--- src/rtl/mips_isa_pkg.sv ---
// MIPS instruction-set constants, command kinds and loader states shared by
// the encoder, the loader top and the testbench reference values.
package mips_isa_pkg;

    // Primary opcodes
    localparam logic [5:0] OP_R    = 6'h00;
    localparam logic [5:0] OP_ADDI = 6'h08;
    localparam logic [5:0] OP_LW   = 6'h23;
    localparam logic [5:0] OP_SW   = 6'h2B;
    localparam logic [5:0] OP_BEQ  = 6'h04;
    localparam logic [5:0] OP_BNE  = 6'h05;
    localparam logic [5:0] OP_J    = 6'h02;
    localparam logic [5:0] OP_JAL  = 6'h03;

    // R-type function codes
    localparam logic [5:0] FUNCT_ADD = 6'h20;
    localparam logic [5:0] FUNCT_SUB = 6'h22;
    localparam logic [5:0] FUNCT_AND = 6'h24;
    localparam logic [5:0] FUNCT_OR  = 6'h25;
    localparam logic [5:0] FUNCT_SLT = 6'h2A;
    localparam logic [5:0] FUNCT_JR  = 6'h08;

    // Compact command kinds; codes 14 and 15 are illegal
    typedef enum logic [3:0] {
        KIND_ADD  = 4'd0,
        KIND_SUB  = 4'd1,
        KIND_AND  = 4'd2,
        KIND_OR   = 4'd3,
        KIND_SLT  = 4'd4,
        KIND_JR   = 4'd5,
        KIND_ADDI = 4'd6,
        KIND_LW   = 4'd7,
        KIND_SW   = 4'd8,
        KIND_BEQ  = 4'd9,
        KIND_BNE  = 4'd10,
        KIND_J    = 4'd11,
        KIND_JAL  = 4'd12,
        KIND_NOP  = 4'd13
    } cmd_kind_e;

    // Loader control states
    typedef enum logic [1:0] {
        S_IDLE = 2'd0,
        S_LOAD = 2'd1,
        S_PAD  = 2'd2,
        S_DONE = 2'd3
    } load_state_e;

    // R-type word: shamt is always zero for the supported instructions
    function automatic logic [31:0] r_type(input logic [4:0] rs,
                                           input logic [4:0] rt,
                                           input logic [4:0] rd,
                                           input logic [5:0] funct);
        return {OP_R, rs, rt, rd, 5'd0, funct};
    endfunction

    // I-type word
    function automatic logic [31:0] i_type(input logic [5:0]  op,
                                           input logic [4:0]  rs,
                                           input logic [4:0]  rt,
                                           input logic [15:0] imm);
        return {op, rs, rt, imm};
    endfunction

    // J-type word
    function automatic logic [31:0] j_type(input logic [5:0]  op,
                                           input logic [25:0] target);
        return {op, target};
    endfunction

endpackage

--- src/rtl/instr_field_encode.sv ---
// Purely combinational translation of a command kind plus its fields into a
// 32-bit MIPS word, flagging the unused kind codes as illegal.
module instr_field_encode
    import mips_isa_pkg::*;
(
    input  logic [3:0]  kind_i,
    input  logic [4:0]  rs_i,
    input  logic [4:0]  rt_i,
    input  logic [4:0]  rd_i,
    input  logic [15:0] imm_i,
    input  logic [25:0] target_i,
    output logic [31:0] word_o,
    output logic        illegal_o
);

    // Select the instruction format and opcode/funct for the requested kind
    always_comb begin
        word_o    = 32'h0000_0000;
        illegal_o = 1'b0;
        case (kind_i)
            KIND_ADD:  word_o = r_type(rs_i, rt_i, rd_i, FUNCT_ADD);
            KIND_SUB:  word_o = r_type(rs_i, rt_i, rd_i, FUNCT_SUB);
            KIND_AND:  word_o = r_type(rs_i, rt_i, rd_i, FUNCT_AND);
            KIND_OR:   word_o = r_type(rs_i, rt_i, rd_i, FUNCT_OR);
            KIND_SLT:  word_o = r_type(rs_i, rt_i, rd_i, FUNCT_SLT);
            KIND_JR:   word_o = r_type(rs_i, 5'd0, 5'd0, FUNCT_JR);
            KIND_ADDI: word_o = i_type(OP_ADDI, rs_i, rt_i, imm_i);
            KIND_LW:   word_o = i_type(OP_LW,   rs_i, rt_i, imm_i);
            KIND_SW:   word_o = i_type(OP_SW,   rs_i, rt_i, imm_i);
            KIND_BEQ:  word_o = i_type(OP_BEQ,  rs_i, rt_i, imm_i);
            KIND_BNE:  word_o = i_type(OP_BNE,  rs_i, rt_i, imm_i);
            KIND_J:    word_o = j_type(OP_J,   target_i);
            KIND_JAL:  word_o = j_type(OP_JAL, target_i);
            KIND_NOP:  word_o = 32'h0000_0000;
            default: begin
                word_o    = 32'h0000_0000;
                illegal_o = 1'b1;
            end
        endcase
    end

endmodule

--- src/rtl/instr_encoder_loader.sv ---
// Accepts compact instruction commands, encodes them and streams the words
// into instruction memory from address 0, then appends a run of NOP words.
module instr_encoder_loader
    import mips_isa_pkg::*;
#(
    parameter int ADDR_W     = 10,
    parameter int IMEM_WORDS = 1024,
    parameter int PAD_NOPS   = 4
)(
    input  logic              clk,
    input  logic              rst,
    input  logic              start,
    input  logic              cmd_valid,
    output logic              cmd_ready,
    input  logic [3:0]        cmd_kind,
    input  logic [4:0]        cmd_rs,
    input  logic [4:0]        cmd_rt,
    input  logic [4:0]        cmd_rd,
    input  logic [15:0]       cmd_imm,
    input  logic [25:0]       cmd_target,
    input  logic              cmd_last,
    output logic              imem_we,
    output logic [ADDR_W-1:0] imem_addr,
    output logic [31:0]       imem_wdata,
    output logic              busy,
    output logic              done,
    output logic              err,
    output logic [ADDR_W:0]   word_count
);

    // Capacity and pad length expressed at counter width
    localparam logic [ADDR_W:0] CAP     = (ADDR_W+1)'(IMEM_WORDS);
    localparam logic [ADDR_W:0] PAD_LIM = (ADDR_W+1)'(PAD_NOPS);

    load_state_e       state_q, state_d;
    logic [ADDR_W:0]   count_q, count_d;
    logic [ADDR_W:0]   pad_q, pad_d;
    logic              we_q, we_d;
    logic [ADDR_W-1:0] addr_q, addr_d;
    logic [31:0]       wdata_q, wdata_d;
    logic              err_q, err_d;
    logic              ready_c;

    logic [31:0]       enc_word;
    logic              enc_illegal;

    instr_field_encode u_encode (
        .kind_i    (cmd_kind),
        .rs_i      (cmd_rs),
        .rt_i      (cmd_rt),
        .rd_i      (cmd_rd),
        .imm_i     (cmd_imm),
        .target_i  (cmd_target),
        .word_o    (enc_word),
        .illegal_o (enc_illegal)
    );

    // Next-state, write-request and handshake logic for the load sequence
    always_comb begin
        state_d = state_q;
        count_d = count_q;
        pad_d   = pad_q;
        we_d    = 1'b0;
        addr_d  = addr_q;
        wdata_d = wdata_q;
        err_d   = err_q;
        ready_c = 1'b0;

        case (state_q)
            S_IDLE, S_DONE: begin
                if (start) begin
                    state_d = S_LOAD;
                    count_d = '0;
                    pad_d   = '0;
                    addr_d  = '0;
                    err_d   = 1'b0;
                end
            end

            S_LOAD: begin
                ready_c = (count_q < CAP);
                if (cmd_valid && ready_c) begin
                    if (enc_illegal) begin
                        err_d = 1'b1;
                    end else begin
                        we_d    = 1'b1;
                        addr_d  = count_q[ADDR_W-1:0];
                        wdata_d = enc_word;
                        count_d = count_q + 1'b1;
                    end
                    if (cmd_last) begin
                        pad_d   = '0;
                        state_d = (PAD_LIM == '0) ? S_DONE : S_PAD;
                    end
                end else if (cmd_valid) begin
                    err_d   = 1'b1;
                    state_d = S_DONE;
                end
            end

            S_PAD: begin
                if ((pad_q < PAD_LIM) && (count_q < CAP)) begin
                    we_d    = 1'b1;
                    addr_d  = count_q[ADDR_W-1:0];
                    wdata_d = 32'h0000_0000;
                    count_d = count_q + 1'b1;
                    pad_d   = pad_q + 1'b1;
                    if ((pad_q + 1'b1 == PAD_LIM) || (count_q + 1'b1 == CAP)) begin
                        state_d = S_DONE;
                    end
                end else begin
                    state_d = S_DONE;
                end
            end

            default: state_d = S_IDLE;
        endcase
    end

    // Register state and the write port; reset drops any pending write
    always_ff @(posedge clk) begin
        if (rst) begin
            state_q <= S_IDLE;
            count_q <= '0;
            pad_q   <= '0;
            we_q    <= 1'b0;
            addr_q  <= '0;
            wdata_q <= '0;
            err_q   <= 1'b0;
        end else begin
            state_q <= state_d;
            count_q <= count_d;
            pad_q   <= pad_d;
            we_q    <= we_d;
            addr_q  <= addr_d;
            wdata_q <= wdata_d;
            err_q   <= err_d;
        end
    end

    assign cmd_ready  = ready_c;
    assign imem_we    = we_q;
    assign imem_addr  = addr_q;
    assign imem_wdata = wdata_q;
    assign busy       = (state_q == S_LOAD) || (state_q == S_PAD);
    assign done       = (state_q == S_DONE);
    assign err        = err_q;
    assign word_count = count_q;

endmodule

--- config.mk ---
export PLATFORM = sky130hd
export DESIGN_NAME = instr_encoder_loader
export DESIGN_NICKNAME = d
export VERILOG_FILES = /design/src/rtl/mips_isa_pkg.sv /design/src/rtl/instr_field_encode.sv /design/src/rtl/instr_encoder_loader.sv
export SDC_FILE = /design/constraint.sdc
export NUM_CORES = 1
export LEC_CHECK = 0
export CORE_UTILIZATION = 45
export CTS_CLUSTER_DIAMETER = 30
export DETAILED_ROUTE_END_ITERATION = 8
export PLACE_DENSITY = 0.87
export SLEW_MARGIN = 10
export SYNTH_ARGS = -nofsm -noshare
export SYNTH_HDL_FRONTEND = slang
export SYNTH_SLANG_ARGS = --single-unit
--- constraint.sdc ---
create_clock -name clk -period 2.4 [get_ports clk]
set_input_delay 0.36 -clock clk [delete_from_list [all_inputs] [get_ports clk]]
set_output_delay 0.36 -clock clk [all_outputs]
set_load 0.1 [all_outputs]
# Yosys cells after proc, flatten, opt, wreduce, memory -nomap -nowiden
# Cells that the tools add are included.
[word_totals] in_bits=66 regBits=68 elab_cells=89
[op_classes] n_eq_ne=27 n_lt_le_gt_ge=2 n_reduce_logical=15 n_addsub=2 n_mux=36
[op_table] cell="$pmux 32 s13" n=1
[op_table] cell="$mux 32" n=3
[op_table] cell="$mux 11" n=7
[op_table] cell="$pmux 11 s3" n=2
[op_table] cell="$pmux 32 s2" n=1
[op_table] cell="$mux 10" n=4
[op_table] cell="$pmux 10 s3" n=1
[op_table] cell="$eq 4x4->1 const B" n=6
[op_table] cell="$add 11x1->11 const B" n=2
[op_table] cell="$reduce_and 4->1" n=5
[op_table] cell="$eq 4x3->1 const B" n=4
[op_table] cell="$reduce_or 14->1" n=1
[op_table] cell="$mux 2" n=6
[op_table] cell="$ne 3x3->1 const B" n=4
[op_table] cell="$eq 11x11->1 const B" n=1
[op_table] cell="$eq 11x3->1 const B" n=1
[op_table] cell="$lt 11x11->1 const B" n=1
[op_table] cell="$lt 11x3->1 const B" n=1
[op_table] cell="$ne 2x2->1 const B" n=5
[op_table] cell="$eq 4x2->1 const B" n=2
[op_table] cell="$mux 1" n=8
[op_table] cell="$pmux 2 s3" n=1
[op_table] cell="$eq 2x2->1 const B" n=2
[op_table] cell="$eq 4x1->1 const B" n=1
[op_table] cell="8 further kinds" n=12

# Logic depth before layout (Yosys ltp)
[depth] depth_word=6 depth_mapped=9

# Modules after synthesis
# From an unflattened synthesis, not the netlist that was laid out.
[hier_totals] hier_cells=476 hier_area_um2=3902.5
[by_module_without_submodules] mod="instr_encoder_loader" cells_per_inst=338 area_per_inst_um2=2965.3 instances=1
[by_module_without_submodules] mod="instr_field_encode" cells_per_inst=138 area_per_inst_um2=937.1 instances=1

# Worst setup path after synthesis
# Ideal clock, no wire load.
[synth_timing] kind="reg2reg" from="reg count_q[0] (netlist: word_count[0])" to="reg state_q[1]" arrival_time_ps=2697 setup_time_ps=123 path_stages_with_launch=8 n_path_buf=0 path_slack_ps=-421 cell_sequence="dfxtp_1 > ha_1 > nand3_1 > or2_1 > a311oi_1 > o21bai_1 > a22oi_1 > mux2_1"
[synth_between] elab_chain_len=5 elab_cells_between_ends=13
[synth_rtl] item="start, declared" line="instr_encoder_loader.sv:36" source="logic [ADDR_W:0] count_q, count_d;"
[synth_rtl] item="start signal, assigned" line="instr_encoder_loader.sv:132" source="count_q <= count_d;"
[synth_rtl] item="$add 11x1->11" line="instr_encoder_loader.sv:108" source="if ((pad_q + 1'b1 == PAD_LIM) || (count_q + 1'b1 == CAP)) begin"
[synth_rtl] item="$eq 11x11->1" line="instr_encoder_loader.sv:108"
[synth_rtl] item="$logic_or 1x1->1" line="instr_encoder_loader.sv:108"
[synth_rtl] item="$ne 3x3->1 (no line)"
[synth_rtl] item="$reduce_and 4->1 (no line)"
[synth_rtl] item="end signal, assigned" line="instr_encoder_loader.sv:131" source="state_q <= state_d;"
[synth_rtl] item="end, declared" line="instr_encoder_loader.sv:35" source="load_state_e state_q, state_d;"
# Parallel ways exist; a longest one is shown, timed or not.
# A chain may end at the register's enable or synchronous reset.

# Worst setup path in the final report
# Ends and elaborated chain as after synthesis.

==> metrics.md <==
| Metric | Value |
|---|---|
| Reg2Reg Setup Slack | slightly above 0.2 ns |
| Sequential share of power | roughly a quarter |
| Critical Path Slowest Stage Cell | dfxtp_2 |
| Max rail drop VDD | 0.911 mV |
| Largest delay share family, worst path | compound AO/OA/AOI/OAI gates |
| Hold buffers post-CTS | 0 |
| Post-detail-place hpwl | ~7400 µm |
| Diodes inserted | 0 |
| Commonest non-fill, non-tap cell in the layout | buf_4 |
| Initial DRC count | 190 |
| Clock period minus worst slack | 2.20 ns |
| Slew Limit Fails | 0 |
| Crit-path cells | ha_1 -> nand3_1 -> or2_1 -> a311oi_1 -> o21bai_1 -> a22oi_1 -> mux2_1 |
| Clk root buf | clkbuf_8 |
| GPL Wtd Cong | 0.888 |
| Via count | between 3k and 4k |
| Yosys cell types | 60 |
| Vias/cell | 5.72 |
| Top-Level Pins | 124 |
| Synthesis-stage register bit count | 67 |
| LEAKAGE | 1.99 nW |
| CTS sink count | between 60 and 70 |
| Mapped Avg Cell Area | 8.14 µm² |
| Worst slew pin tran | 0.644 ns |
| Clk_skew | 0.00930 ns |
| CP Class | flip-flop to flip-flop |
| Slowest stage delay, CP | between 0.3 and 0.4 ns |
| Vias in the first global route | 3,660 |
| CTS tree | built |
| Initial antenna violation count | 0 |
| CORE AREA | 7370 µm² |
| Total CTS buffers | 9 |
| # rows | 31 |
| Port-buffer cells | 122 |
| Pint | 0.00286 W |
| DRT Pass-1 Iters | 7 |
| Die area | 8060 µm² |
| Routed WL | 10,100 µm |
| Clk slew on worst S/H paths | 0.07 ns |
| Post-cts resize count | 0 |
| Gr usage total | 25.7% |
| Syn-to-layout area delta | 45.0% |
| Critical Path RT | 2.64 ns |
| Routed Antenna Nets | 0 |
| Post-Syn Area | 3470 µm² |
| Finished Layout Cells | ~660 |
| Async SR Flop Fraction | 0% |
| Post-CTS Setup Inserts | 0 |
| Post-Route Utilization | approximately two thirds |
| WP data arrival | 2.44 ns |
| Clk network pwr share | 19.2% |
| Post-synthesis cell count | 426 |
| CP bufs+invs | 0 |
| Final Hold Vio Count | 0 |
| H-tree Lvls | 3 |
| Die Width | 89.8 µm |
| Gr ovfl total | 0 |
| Initial Utilization | 47.1% |
| Drt wl/cell | 15.3 µm |
| Sequential area share after synthesis | 38.7% |
| Comb power frac | 56.3% |
| Synth warn | 0 |
| RSZ-0062 raised after global routing | false |
| Max Freq | 455 MHz |
| Share of layout cells above drive strength 1 | 21.6% |
| Final net count | around 630 |
| Most frequent cells in the layout | 83 x buf_4, 64 x clkdlybuf4s50_1, 60 x dfxtp_1 |
| Startpoint types | flip-flop |
| Residual DRC | 0 |
| # placed instances | 642 |
| Crit path capture type | flip-flop |
| P_sw | 0.00274 W |
| Hold crit path type | flip-flop to flip-flop |
| Hold Slack | 0.451 ns |
| PwrDens | 1110 nW/µm² |
| First-pass GRT wire length | 16,900 µm |
| Pin count of the biggest net entering global routing | 37 |
| Status | finished clean |
| Rel. slew slack | ~57% |
| CP max FO | 7 |
| Syn_nets | 497 |
| Max-cap viol count | 0 |
| Fin crit share | 91.5% |
| FILL cells | 587 |
| Post-synth EDFFs | 0 |
| Most used DFF post-synth | dfxtp_1 |
| Worst-Skew Late Latency | around 0.35 ns |
| Bufs on Longest Clock Path | 2 |
| Die span in y | approximately 90 µm |
| Sw Share | 49.0% |
| Final setup viols | 0 |
==> cells by family after synthesis <==
| family | share of synthesized area, % |
|---|---|
| adders and majority gates | 1.80 |
| other | 0.108 |
| and+or+nand+nor | 24.4 |
| DFF | 38.7 |
| AOI/OAI and AO/OA | 27.0 |
| buffers and inverters | 6.38 |
| xor gates and xnor gates | 1.01 |
| muxes | 0.649 |
==> per-stage QoR <==
stage	TNS, ns	area [µm²]	setup slack (ns)	power [W]
2_1_floorplan	-0.126	3480	-0.126	0.00358
3_3_place_gp	-0.00124	4800	-0.00124	0.00447
3_5_place_dp	-0.785	4800	-0.125	0.00453
4_1_cts	0	5030	0.207	0.00560
5_1_grt	0	5030	0.0231	0.00587
6_report	0	5030	0.203	0.00560
==> tightest hold or removal path, stage by stage, from the launching register on <==
cell and delay, ns:
dfxtp_1 0.31, nand2_1 0.05, a21oi_1 0.05
==> metal layers <==
metal / global-route usage (%) / routed length, µm / vias to the layer above
li1: - / - / 1805
met1: 30.5 / 4060 / 1739
met2: 43.9 / 4940 / 195
met3: 7.70 / 933 / 22
met4: 8.88 / 168 / 0
met5: 0 / 0 / -
==> cells in the mapped netlist, types with 2 or more instances <==
| cell | count | area share, % |
|---|---|---|
| or2_1 | 4 | 0.72 |
| nor4_1 | 2 | 0.36 |
| inv_1 | 13 | 1.4 |
| a311oi_1 | 3 | 0.76 |
| a21oi_1 | 39 | 5.6 |
| buf_4 | 4 | 0.87 |
| o21ai_0 | 13 | 1.9 |
| clkbuf_1 | 22 | 2.4 |
| dfxtp_1 | 67 | 39 |
| nand3_1 | 22 | 3.2 |
| xor2_1 | 3 | 0.76 |
| a21o_1 | 3 | 0.65 |
| nor2_1 | 37 | 4.0 |
| a22o_1 | 13 | 3.3 |
| nand3b_1 | 3 | 0.65 |
| nand2b_1 | 10 | 1.8 |
| and2_1 | 11 | 2.0 |
| a211oi_1 | 3 | 0.65 |
| and3_1 | 2 | 0.36 |
| a222oi_1 | 10 | 2.9 |
| a31oi_1 | 2 | 0.36 |
| a32oi_1 | 5 | 1.3 |
| nand4_1 | 4 | 0.72 |
| o21a_1 | 3 | 0.65 |
| nor2b_1 | 6 | 1.1 |
| a221oi_1 | 2 | 0.50 |
| nor3_1 | 13 | 1.9 |
| a22oi_1 | 18 | 3.9 |
| nand2_1 | 41 | 4.4 |
| o22ai_1 | 2 | 0.36 |
| ha_1 | 5 | 1.8 |
| o21ai_1 | 2 | 0.29 |
| or3_1 | 4 | 0.72 |
| buf_2 | 9 | 1.3 |
==> final cells by class <==
class | instances | area, µm² | area share, %
clock buffer | 12 | 155 | 3.08
sequential | 67 | 1350 | 26.8
inverter | 14 | 52.6 | 1.04
timing repair buffer | 153 | 1370 | 27.2
tap | 99 | 124 | 2.46
multi-input combinational | 309 | 1910 | 37.9
clock inverter | 4 | 72.6 | 1.44
==> final timing paths <==
kind                       from            to  cells past startpoint
hold reg to reg    imem_addr[4]  imem_addr[4]                      2
setup / recovery  word_count[0]    state_q[1]                      7
hold / removal     imem_addr[4]  imem_addr[4]                      2
setup reg to reg  word_count[0]    state_q[1]                      7
==> power by group through the flow <==
stage / sequential (W) / clock [W] / combinational (W)
6_report: 0.00137 / 0.00107 / 0.00315
5_1_grt: 0.00139 / 0.00114 / 0.00334
4_1_cts: 0.00137 / 0.00108 / 0.00315
3_5_place_dp: 0.00139 / 0 / 0.00314
3_3_place_gp: 0.00139 / 0 / 0.00307
2_1_floorplan: 0.00231 / 0 / 0.00128
==> state kept, by name, summed over array words and instances, names as in the netlist <==
name,flops
err,1
imem_wdata,31
pad_q,11
word_count,11
imem_we,1
state_q,2
imem_addr,10
No activity file was read; power rests on OpenSTA's default activity.
==> RTL edit, RTL diff (same settings) <==
Take the reset off `addr_q` and `wdata_q` and load them in a clocked block of their own.
--- a/src/rtl/instr_encoder_loader.sv
+++ b/src/rtl/instr_encoder_loader.sv
@@ -124,18 +124,19 @@
             count_q <= '0;
             pad_q   <= '0;
             we_q    <= 1'b0;
-            addr_q  <= '0;
-            wdata_q <= '0;
             err_q   <= 1'b0;
         end else begin
             state_q <= state_d;
             count_q <= count_d;
             pad_q   <= pad_d;
             we_q    <= we_d;
-            addr_q  <= addr_d;
-            wdata_q <= wdata_d;
             err_q   <= err_d;
         end
+    end
+
+    always_ff @(posedge clk) begin
+        addr_q  <= addr_d;
+        wdata_q <= wdata_d;
     end
 
     assign cmd_ready  = ready_c;
Behaviour: differs if rst is asserted again (counterexample within 4 cycles, from zero or initial values and one cycle with rst high); with rst held inactive, the same outputs for 10 cycles.
==> RTL edit against the unedited design <==
Final area rose by 0.22%; area after synthesis rose by 4.9%; wire length fell by 8.4%; critical path depth did not move; sequential cell count did not move; power rose by 29%; setup slack improved by 0.13 ns; combinational power rose by 43%; count of clock-buffer cells in the layout fell by 1.
==> RTL edit: results (changes against the unedited design) <==
worst hold path endpoint pad_q[5]; library cells used by synthesis 65 (+8.3%); 1st-iter DRT viols 194 (+2.1%); gp weighted congestion 0.873 (-1.6%); cell area power density 1430 nW/um2 (+29%); critical-path maximum fanout 7 (unchanged); IR drop worst, VDD 0.697 mV (-24%); Slew @ Worst Pin 0.556 ns (-0.0880 ns); via count 3,320 (-12%); first-pass GRT wire length 14,700 um (-13%); Clk pwr share 12.3% (-6.9 points); status complete, no violations; gr usage total 21.8% (-3.9 points); initial antenna violation count 0 (unchanged); antenna cell count 0 (unchanged); Root Buffer clkbuf_8; Commonest cells post-synth edfxtp_1 (41), a21oi_1 (33), nor2_1 (29); share of layout cells above drive strength 1 23.2% (+1.6 points); clock slew seen by the registers of the worst setup and hold paths 0.07 ns (about the same); register area share after synthesis 48.1% (+9.5 points); Avg WL per Cell 15.6 um (+1.6%); Crit. Startpoint state_q[0]; placed insts 577 (-10%); internal cell power 3190 uW (+12%); Final Hold Viols 0 (unchanged); hold path start pad_q[5]; Syn Nets 432 (-13%); hold path depth 1 (-1); vias in the first global route 2,971 (-19%); Pre-Repair DR Iteration Count 5 (-2); Worst path slowest cell ha_1; Lkg Pwr 0.00193 uW (-3.0%); post-synthesis instance total 361 (-15%); Post-CTS Setup Inserts 0 (unchanged); NumNets Final 557 (-11%); dpl ws 0.135 ns (+0.260 ns); Residual DRC 0 (unchanged); Placement Cell Area 4860 um2 (+1.1%); largest cells by area after synthesis edfxtp_1 (34%), dfxtp_1 (14%), a21oi_1 (4.5%); Combinational Power Share 62.4% (+6.1 points); Clock Tree Buf Depth 2 (unchanged); EDFF count, synth 41 (+41); crit-path max cell delay 0.39 ns (about the same); crit path time final 2.07 ns (-0.131 ns); r2r setup slk 0.33 ns (+0.13 ns); skew final 0.0105 ns (+0.00119 ns); largest net degree at the start of global routing 32 (-14%); final hold slack 0.469 ns (+0.0184 ns); crit end category register; post-detail-place hpwl 6850 um (-7.0%); Worst-Skew Late Latency 0.33 ns (-0.02 ns); via density per instance 5.60 (-2.0%); Hold Path Class register to register
RTL edit: cell types whose count changed after synthesis, sizes merged, moves of 10 or more:
cell and delta:
nand3 -12, clkbuf -11, a222oi -10, nand2 -17, edfxtp +41, nor2b +12
nor3 -10, a22oi -12, dfxtp -41
RTL edit: layer usage:
metal  track usage [%]  wire [um]  vias up
met5                 0          0        -
met2              35.4       4630      153
li1                  -          -     1604
met1              29.4       3880     1542
met4              7.94        157        0
met3              3.32        580       21
RTL edit: kinds of logic after synthesis:
kind of cell	after synthesis	share of synthesized area [%]
mux	3	0.928
other cells	1	0.103
buf+inv	34	5.84
flops	67	48.1
fa+ha+maj	5	1.72
xor+xnor	3	0.722
compound gates	108	20.5
simple gates	140	22.1
RTL edit: area by class of cell:
type	instances	area (um2)
clock buffers	11	131
clock inverters	5	55.1
fillers	642	2720
inverters	8	30.0
multi-input cells	260	1680
flip-flops and latches	67	1760
well taps	102	128
repair buffers	140	1260
